[src/rtl/i2c_txn_sched_pkg.sv]
// Shared types and constants for the I2C transaction scheduler.
// The FSM state set and the byte-controller command bundle live here.
package i2c_sched_pkg;
    localparam int DATA_W    = 32;
    localparam int BYTE_W    = 8;
    localparam int LEN_W     = 3;
    localparam int SADR_BITS = 7;

    localparam logic I2C_WR = 1'b0;
    localparam logic I2C_RD = 1'b1;

    typedef enum logic [3:0] {
        ST_IDLE,
        ST_ARB,
        ST_SADR_W,
        ST_RADR,
        ST_WDATA,
        ST_RSTART,
        ST_RDATA,
        ST_STOPERR,
        ST_DONE
    } state_t;

    typedef struct packed {
        logic              start;
        logic              stop;
        logic              read;
        logic              write;
        logic              ack_in;
        logic [BYTE_W-1:0] din;
    } bc_cmd_t;
endpackage

[src/rtl/i2c_txn_sched_arb.sv]
// Round-robin picker: the first requester at or after ptr wins.
// Grant is one-hot and purely combinational.
module rr_arbiter #(
    parameter int NREQ = 2,
    parameter int PW   = (NREQ > 1) ? $clog2(NREQ) : 1
) (
    input  logic [NREQ-1:0] req,
    input  logic [PW-1:0]   ptr,
    output logic [NREQ-1:0] gnt
);
    always_comb begin
        logic found;
        gnt   = '0;
        found = 1'b0;
        // k is the distance from ptr; the smallest distance with a request wins
        for (int k = 0; k < NREQ; k++) begin
            for (int j = 0; j < NREQ; j++) begin
                if (!found && req[j] && (((j - int'(ptr) + NREQ) % NREQ) == k)) begin
                    gnt[j] = 1'b1;
                    found  = 1'b1;
                end
            end
        end
    end
endmodule

[src/rtl/i2c_txn_sched.sv]
// Shares one byte-level I2C master between NREQ requesters, turning each
// granted request into a full register read or write transaction.
module i2c_txn_sched
    import i2c_sched_pkg::*;
#(
    parameter int NREQ    = 2,
    parameter int MAX_LEN = 4,
    parameter int TIMEOUT = 65535
) (
    input  logic                                clk,
    input  logic                                reset_n,
    input  logic [NREQ-1:0]                     req,
    input  logic [NREQ-1:0]                     req_rw,
    input  logic [NREQ-1:0][SADR_BITS-1:0]      req_sadr,
    input  logic [NREQ-1:0][BYTE_W-1:0]         req_radr,
    input  logic [NREQ-1:0][LEN_W-1:0]          req_len,
    input  logic [NREQ-1:0][DATA_W-1:0]         req_wdata,
    output logic [NREQ-1:0]                     gnt,
    output logic [NREQ-1:0]                     done,
    output logic [NREQ-1:0]                     err,
    output logic [DATA_W-1:0]                   rdata,
    output logic                                busy,
    output logic                                bc_start,
    output logic                                bc_stop,
    output logic                                bc_read,
    output logic                                bc_write,
    output logic                                bc_ack_in,
    output logic [BYTE_W-1:0]                   bc_din,
    input  logic                                bc_cmd_ack,
    input  logic                                bc_ack_out,
    input  logic [BYTE_W-1:0]                   bc_dout,
    input  logic                                bc_al
);
    localparam int PW = (NREQ > 1) ? $clog2(NREQ) : 1;
    localparam int TW = $clog2(TIMEOUT + 1);

    state_t                 state;
    logic [PW-1:0]          ptr, win_idx;
    logic [NREQ-1:0]        arb_gnt;
    bc_cmd_t                cmd, issue, arb_cmd;
    logic                   cmd_pend, last, len_bad, rw_q;
    logic [TW-1:0]          tmr;
    logic [LEN_W-1:0]       cnt, len_q;
    logic [1:0]             bsel;
    logic [SADR_BITS-1:0]   sadr_q;
    logic [BYTE_W-1:0]      radr_q;
    logic [DATA_W-1:0]      wdata_q;

    rr_arbiter #(.NREQ(NREQ), .PW(PW)) u_arb (
        .req (req),
        .ptr (ptr),
        .gnt (arb_gnt)
    );

    always_comb begin
        win_idx = '0;
        for (int i = 0; i < NREQ; i++)
            if (arb_gnt[i]) win_idx = PW'(i);
    end

    assign len_bad = (req_len[win_idx] == '0) || (req_len[win_idx] > LEN_W'(MAX_LEN));
    assign last    = (cnt == len_q - LEN_W'(1));
    // MSB byte first: byte cnt comes from position len-1-cnt
    assign bsel    = 2'(len_q - LEN_W'(1) - cnt);
    assign busy    = (state != ST_IDLE);
    assign {bc_start, bc_stop, bc_read, bc_write, bc_ack_in, bc_din} = cmd;

    always_comb begin
        arb_cmd       = '0;
        arb_cmd.start = 1'b1;
        arb_cmd.write = 1'b1;
        arb_cmd.din   = {req_sadr[win_idx], I2C_WR};
        issue         = '0;
        case (state)
            ST_RADR:    begin issue.write = 1'b1; issue.din = radr_q; end
            ST_WDATA:   begin
                issue.write = 1'b1;
                issue.stop  = last;
                issue.din   = wdata_q[{bsel, 3'b000} +: BYTE_W];
            end
            ST_RSTART:  begin issue.start = 1'b1; issue.write = 1'b1; issue.din = {sadr_q, I2C_RD}; end
            ST_RDATA:   begin issue.read = 1'b1; issue.ack_in = last; issue.stop = last; end
            ST_STOPERR: issue.stop = 1'b1;
            default:    ;
        endcase
    end

    always_ff @(posedge clk or negedge reset_n) begin
        if (!reset_n) begin
            state    <= ST_IDLE;
            ptr      <= '0;
            gnt      <= '0;
            done     <= '0;
            err      <= '0;
            rdata    <= '0;
            cmd      <= '0;
            cmd_pend <= 1'b0;
            tmr      <= '0;
            cnt      <= '0;
            rw_q     <= 1'b0;
            sadr_q   <= '0;
            radr_q   <= '0;
            len_q    <= '0;
            wdata_q  <= '0;
        end else begin
            done <= '0;
            err  <= '0;
            case (state)
                ST_IDLE: if (|req) state <= ST_ARB;
                ST_ARB: begin
                    if (!(|req)) begin
                        state <= ST_IDLE;
                    end else begin
                        ptr     <= (win_idx == PW'(NREQ - 1)) ? '0 : win_idx + 1'b1;
                        rw_q    <= req_rw[win_idx];
                        sadr_q  <= req_sadr[win_idx];
                        radr_q  <= req_radr[win_idx];
                        len_q   <= req_len[win_idx];
                        wdata_q <= req_wdata[win_idx];
                        rdata   <= '0;
                        cnt     <= '0;
                        tmr     <= '0;
                        if (len_bad) begin
                            err   <= arb_gnt;
                            state <= ST_IDLE;
                        end else begin
                            // grant and the address start go out on the same edge
                            gnt      <= arb_gnt;
                            cmd      <= arb_cmd;
                            cmd_pend <= 1'b1;
                            state    <= ST_SADR_W;
                        end
                    end
                end
                ST_DONE: begin
                    done  <= gnt;
                    gnt   <= '0;
                    state <= ST_IDLE;
                end
                default: begin
                    if (bc_al) begin
                        cmd      <= '0;
                        cmd_pend <= 1'b0;
                        err      <= gnt;
                        gnt      <= '0;
                        state    <= ST_IDLE;
                    end else if (!cmd_pend) begin
                        cmd      <= issue;
                        cmd_pend <= 1'b1;
                        tmr      <= '0;
                    end else if (bc_cmd_ack || tmr == TW'(TIMEOUT)) begin
                        cmd      <= '0;
                        cmd_pend <= 1'b0;
                        if (state == ST_STOPERR) begin
                            err   <= gnt;
                            gnt   <= '0;
                            state <= ST_IDLE;
                        end else if (!bc_cmd_ack || (cmd.write && bc_ack_out)) begin
                            state <= ST_STOPERR;
                        end else begin
                            case (state)
                                ST_SADR_W: state <= ST_RADR;
                                ST_RADR:   state <= rw_q ? ST_RSTART : ST_WDATA;
                                ST_RSTART: state <= ST_RDATA;
                                ST_WDATA, ST_RDATA: begin
                                    if (state == ST_RDATA)
                                        rdata <= {rdata[DATA_W-BYTE_W-1:0], bc_dout};
                                    if (last) state <= ST_DONE;
                                    else      cnt   <= cnt + 1'b1;
                                end
                                default:   state <= ST_IDLE;
                            endcase
                        end
                    end else begin
                        tmr <= tmr + 1'b1;
                    end
                end
            endcase
        end
    end
endmodule
[config.mk]
export PLATFORM = sky130hd
export DESIGN_NAME = i2c_txn_sched
export DESIGN_NICKNAME = d
export VERILOG_FILES = /design/src/rtl/i2c_txn_sched_pkg.sv /design/src/rtl/i2c_txn_sched_arb.sv /design/src/rtl/i2c_txn_sched.sv
export SDC_FILE = /design/constraint.sdc
export NUM_CORES = 1
export LEC_CHECK = 0
export CAP_MARGIN = 20
export CORE_UTILIZATION = 55
export CTS_BUF_LIST = sky130_fd_sc_hd__clkbuf_4 sky130_fd_sc_hd__clkbuf_8
export CTS_CLUSTER_DIAMETER = 120
export DETAILED_ROUTE_END_ITERATION = 8
export MAX_ROUTING_LAYER = met4
export PLACE_DENSITY_LB_ADDON = 0.08
export SYNTH_ARGS = -nofsm -noshare
export SYNTH_HDL_FRONTEND = slang
export SYNTH_SLANG_ARGS = --single-unit
export TNS_END_PERCENT = 20
[constraint.sdc]
create_clock -name clk -period 6.8 [get_ports clk]
set_input_delay 1.02 -clock clk [delete_from_list [all_inputs] [get_ports clk]]
set_output_delay 1.02 -clock clk [all_outputs]
set_load 0.005 [all_outputs]
==> results.py <==
metrics = {
    "clock_network": {
        "h-tree-depth": 4,
        "cts_max_path_buffers": 2,
        "holdBufCountCts": 0,
        "cts_tree": "yes",
        "cts-resized-gates": 0,
        "cts_setup_buffers": 0,
        "clock_latency_ns": 0.45,
        "clock_sinks": 127,
        "cts_buffers": 17,
        "clk_pin_slew_worst_paths_ns": 0.07,
        "clockRootBuffer": "clkbuf_8",
    },
    "final_layout": {
        "fin_util": 0.7537,
        "areaGrowthSynthToFinish_pct": 32.80,
        "finalInstanceArea_mm2": 0.008643,
        "fin_cells": 1003,
        "layout.nets": 968,
        "n_antenna_cell": 0,
        "layout-drive-gt1-share": 0.06279,
    },
    "power_and_ir_drop": {
        "total_power_mw": 3.562,
        "pwr-share-seq": 0.360,
        "p_int_mw": 2.199,
        "vdd_drop_max_mv": 0.2541,
        "combPwrFrac": 0.442,
        "cellPowerDensity_mw_per_mm2": 412.1,
        "p_sw_frac": 0.3826,
        "p_leak_nw": 3.832,
        "p_clk_frac": 0.198,
        "power_switching_mw": 1.363,
    },
    "grt": {
        "grt_pass1_vias": 5617,
        "antenna_found_initial": 0,
        "grt_first_pass_wirelength_mm": 26.63,
        "grt_overflow": 0,
        "grt_start_max_net_pins": 104,
        "grt_usage": 0.2807,
    },
    "floorplanning": {
        "initial_utilization": 0.5676,
        "die-area_mm2": 0.01227,
        "top_level_ports": 169,
        "placementRows": 39,
        "die_width_um": 110.8,
        "fp.dieH_um": 110.8,
        "fp.coreArea_mm2": 0.01147,
    },
    "setup_path": {
        "worst_path_max_delay_cell": "or2_2",
        "crit_family": "simple AND/OR/NAND/NOR gates",
        "startpoint_type": "input pin",
        "crit_arrival_ns": 3.66,
        "worstPathCellList": "clkdlybuf4s50_1 -> a21boi_0 -> nor4b_4 -> a31oi_1 -> or2_2 -> nand2_1 -> o21ai_0",
        "crit_type": "in -> reg",
        "critical_path.max_stage_delay_ns": 0.66,
        "required_ns": 7.08,
        "crit_buf_inv": 1,
        "crit_fanout": 64,
        "endpoint_kind": "flip-flop",
    },
    "synthesis": {
        "ys_async_sr_fraction": 1.000,
        "ys_ff_latch": 127,
        "syn_area_mm2": 0.006509,
        "syn_nets": 821,
        "ys.flop_type": "dfrtp_1",
        "synth_edf_count": 0,
        "synth_warnings": 0,
        "yosys.area.top_type": "dfrtp_1",
        "synth_area_leaders": "dfrtp_1, mux2i_1, nand2_1",
        "synthDistinctLibCells": 55,
        "synth_top_area_frac": 0.4883,
        "synth_area_per_cell_um2": 9.298,
        "synth_cells": 700,
        "synth_seq_area_share": 0.4883,
    },
    "sta": {
        "fin_ws_ns": 3.417,
        "maxSlewHeadroom": 0.3456,
        "min_period_over_period": 0.4975,
        "tns_ns": 0,
        "fin_hold_ws_ns": 0.4781,
        "fmax_mhz": 295.6,
        "worst-slew-pin-transition_ns": 0.9816,
        "setup_viol": 0,
        "clock_skew_ns": 0.008979,
        "hold_viol": 0,
        "rsz0062_at_grt": "no",
        "min_period_ns": 3.383,
        "drv_slew": 0,
    },
    "place": {
        "dpl-instance-area_mm2": 0.008199,
        "gp_congestion": 0.8968,
        "place_hpwl_mm": 11.35,
        "pre_cts_ws_ns": 3.014,
        "dp_cells": 970,
        "portBuffers": 168,
    },
    "detailed_routing": {
        "drtAntennaViolNets": 0,
        "routedWlPerCell_um": 15.73,
        "avgViaCountPerCell": 5.622,
        "drc": 0,
        "drt-total-wl_mm": 15.78,
        "detail_route.iter0.violations": 427,
        "vias": 5639,
        "drt-pass1-iter-count": 5,
    },
    "run": {
        "drv_cap": 0,
    },
    "worst_hold_path": {
        "hp-class": "reg -> reg",
    },
    "run_status": {
        "outcome": "completed",
    },
}
-- synth_stat cells (2+ instances only) --
cell type / instances
clkbuf_1: 25
o21ai_1: 5
a21boi_0: 2
nor2b_1: 4
nand3b_1: 3
inv_1: 7
nand2_1: 152
o2bb2ai_1: 2
o31ai_1: 7
xnor2_1: 5
o21ai_0: 111
a32o_1: 2
nand4_1: 4
nor2_1: 39
buf_6: 4
o41ai_1: 4
a211oi_1: 3
mux2i_1: 66
or4_1: 2
buf_2: 16
dfrtp_1: 127
ha_1: 4
o22ai_1: 11
mux2_2: 4
and2_1: 5
or2_1: 2
a31oi_1: 6
a221o_1: 3
mux4_2: 2
or3_1: 4
a21oi_1: 13
nand3_1: 13
nand2b_1: 4
nor3b_1: 2
a21o_1: 3
nor3_1: 8
a22oi_1: 8
-- worst min-delay path, delay by kind of cell, from the launching register on --
family,cells,cell delay [ns]
flip-flops,1,0.34
AO/OA/AOI/OAI,1,0.06
AND/OR/NAND/NOR,1,0.04
-- area by class of cell --
type / count / area (um2)
clock buffer: 20 / 262.8
clock inverter: 12 / 166.4
fill: 837 / 2824
inverter: 7 / 26.28
multi-input combinational: 521 / 3107
sequential: 127 / 3178
tap: 143 / 178.9
timing repair buffer: 173 / 1724
-- sequential cells by signal (all words and copies together), names as in the netlist --
| name | count |
|---|---|
| gnt | 2 |
| bc_start | 1 |
| tmr | 16 |
| ptr | 1 |
| len_q | 3 |
| state | 4 |
| cnt | 3 |
| bc_write | 1 |
| bc_ack_in | 1 |
| cmd_pend | 1 |
| bc_stop | 1 |
| err | 2 |
| rw_q | 1 |
| bc_din | 8 |
| rdata | 32 |
| bc_read | 1 |
| done | 2 |
| wdata_q | 32 |
| radr_q | 8 |
| sadr_q | 7 |
-- final timing paths --
| check | start | end | slack (ns) | depth (start not counted) |
|---|---|---|---|---|
| max | bc_cmd_ack | rdata[22] | 3.42 | 7 |
| min | rdata[27] | rdata[27] | 0.48 | 2 |
| max reg2reg | state[2] | bc_start | 3.64 | 6 |
| min reg2reg | rdata[27] | rdata[27] | 0.48 | 2 |
| max in group asynchronous | reset_n | wdata_q[8] | 4.81 | 2 |
| min in group asynchronous | reset_n | rdata[26] | 0.57 | 1 |
-- cell usage in the layout (no fill, tap or decap), types with 3 or more instances in the layout --
| master | n |
|---|---|
| clkdlybuf4s50_1 | 167 |
| nand2_1 | 151 |
| dfrtp_1 | 127 |
| o21ai_0 | 111 |
| mux2i_1 | 66 |
| nor2_1 | 39 |
| clkbuf_8 | 18 |
| nand3_1 | 13 |
| a21oi_1 | 13 |
| o22ai_1 | 11 |
| nor3_1 | 8 |
| a22oi_1 | 8 |
| inv_1 | 7 |
| o31ai_1 | 7 |
| a31oi_1 | 6 |
| clkinv_2 | 6 |
| and2_1 | 5 |
| buf_4 | 5 |
| xnor2_1 | 4 |
| nand2b_1 | 4 |
| nand4_1 | 4 |
| nor2b_1 | 4 |
| o21ai_1 | 4 |
| or3_1 | 4 |
| mux2_2 | 4 |
| o41ai_1 | 4 |
| ha_1 | 4 |
| bufinv_16 | 4 |
| nand3b_1 | 3 |
| a221o_1 | 3 |
| a21o_1 | 3 |
| a211oi_1 | 3 |
-- per-layer routing --
layer | routed length (um) | up-vias | global-route usage
li1 | - | 2760 | -
met1 | 6527 | 2645 | 0.3371
met2 | 7948 | 203 | 0.4596
met3 | 882 | 31 | 0.05194
met4 | 416 | 0 | 0.1316
met5 | 0 | - | -
-- cell families (layout without fill, tap and decap cells) --
kind of cell | after synthesis | in the layout | synth area share
simple gates | 251 | 251 | 0.1707
xor+xnor | 7 | 7 | 0.01153
buf+inv | 52 | 212 | 0.03768
mux | 72 | 72 | 0.1153
compound gates | 187 | 187 | 0.1688
fa+ha+maj | 4 | 4 | 0.007690
flops | 127 | 127 | 0.4883
-- power by group through the flow --
stage          registers, mW  logic [mW]  clock network, mW
2_1_floorplan           1.21        1.06                  0
3_3_place_gp            1.27        1.50                  0
3_5_place_dp            1.29        1.55                  0
4_1_cts                 1.28        1.56              0.713
5_1_grt                 1.32        1.74              0.749
6_report                1.28        1.58              0.704
(Power assumes the default switching activity.)
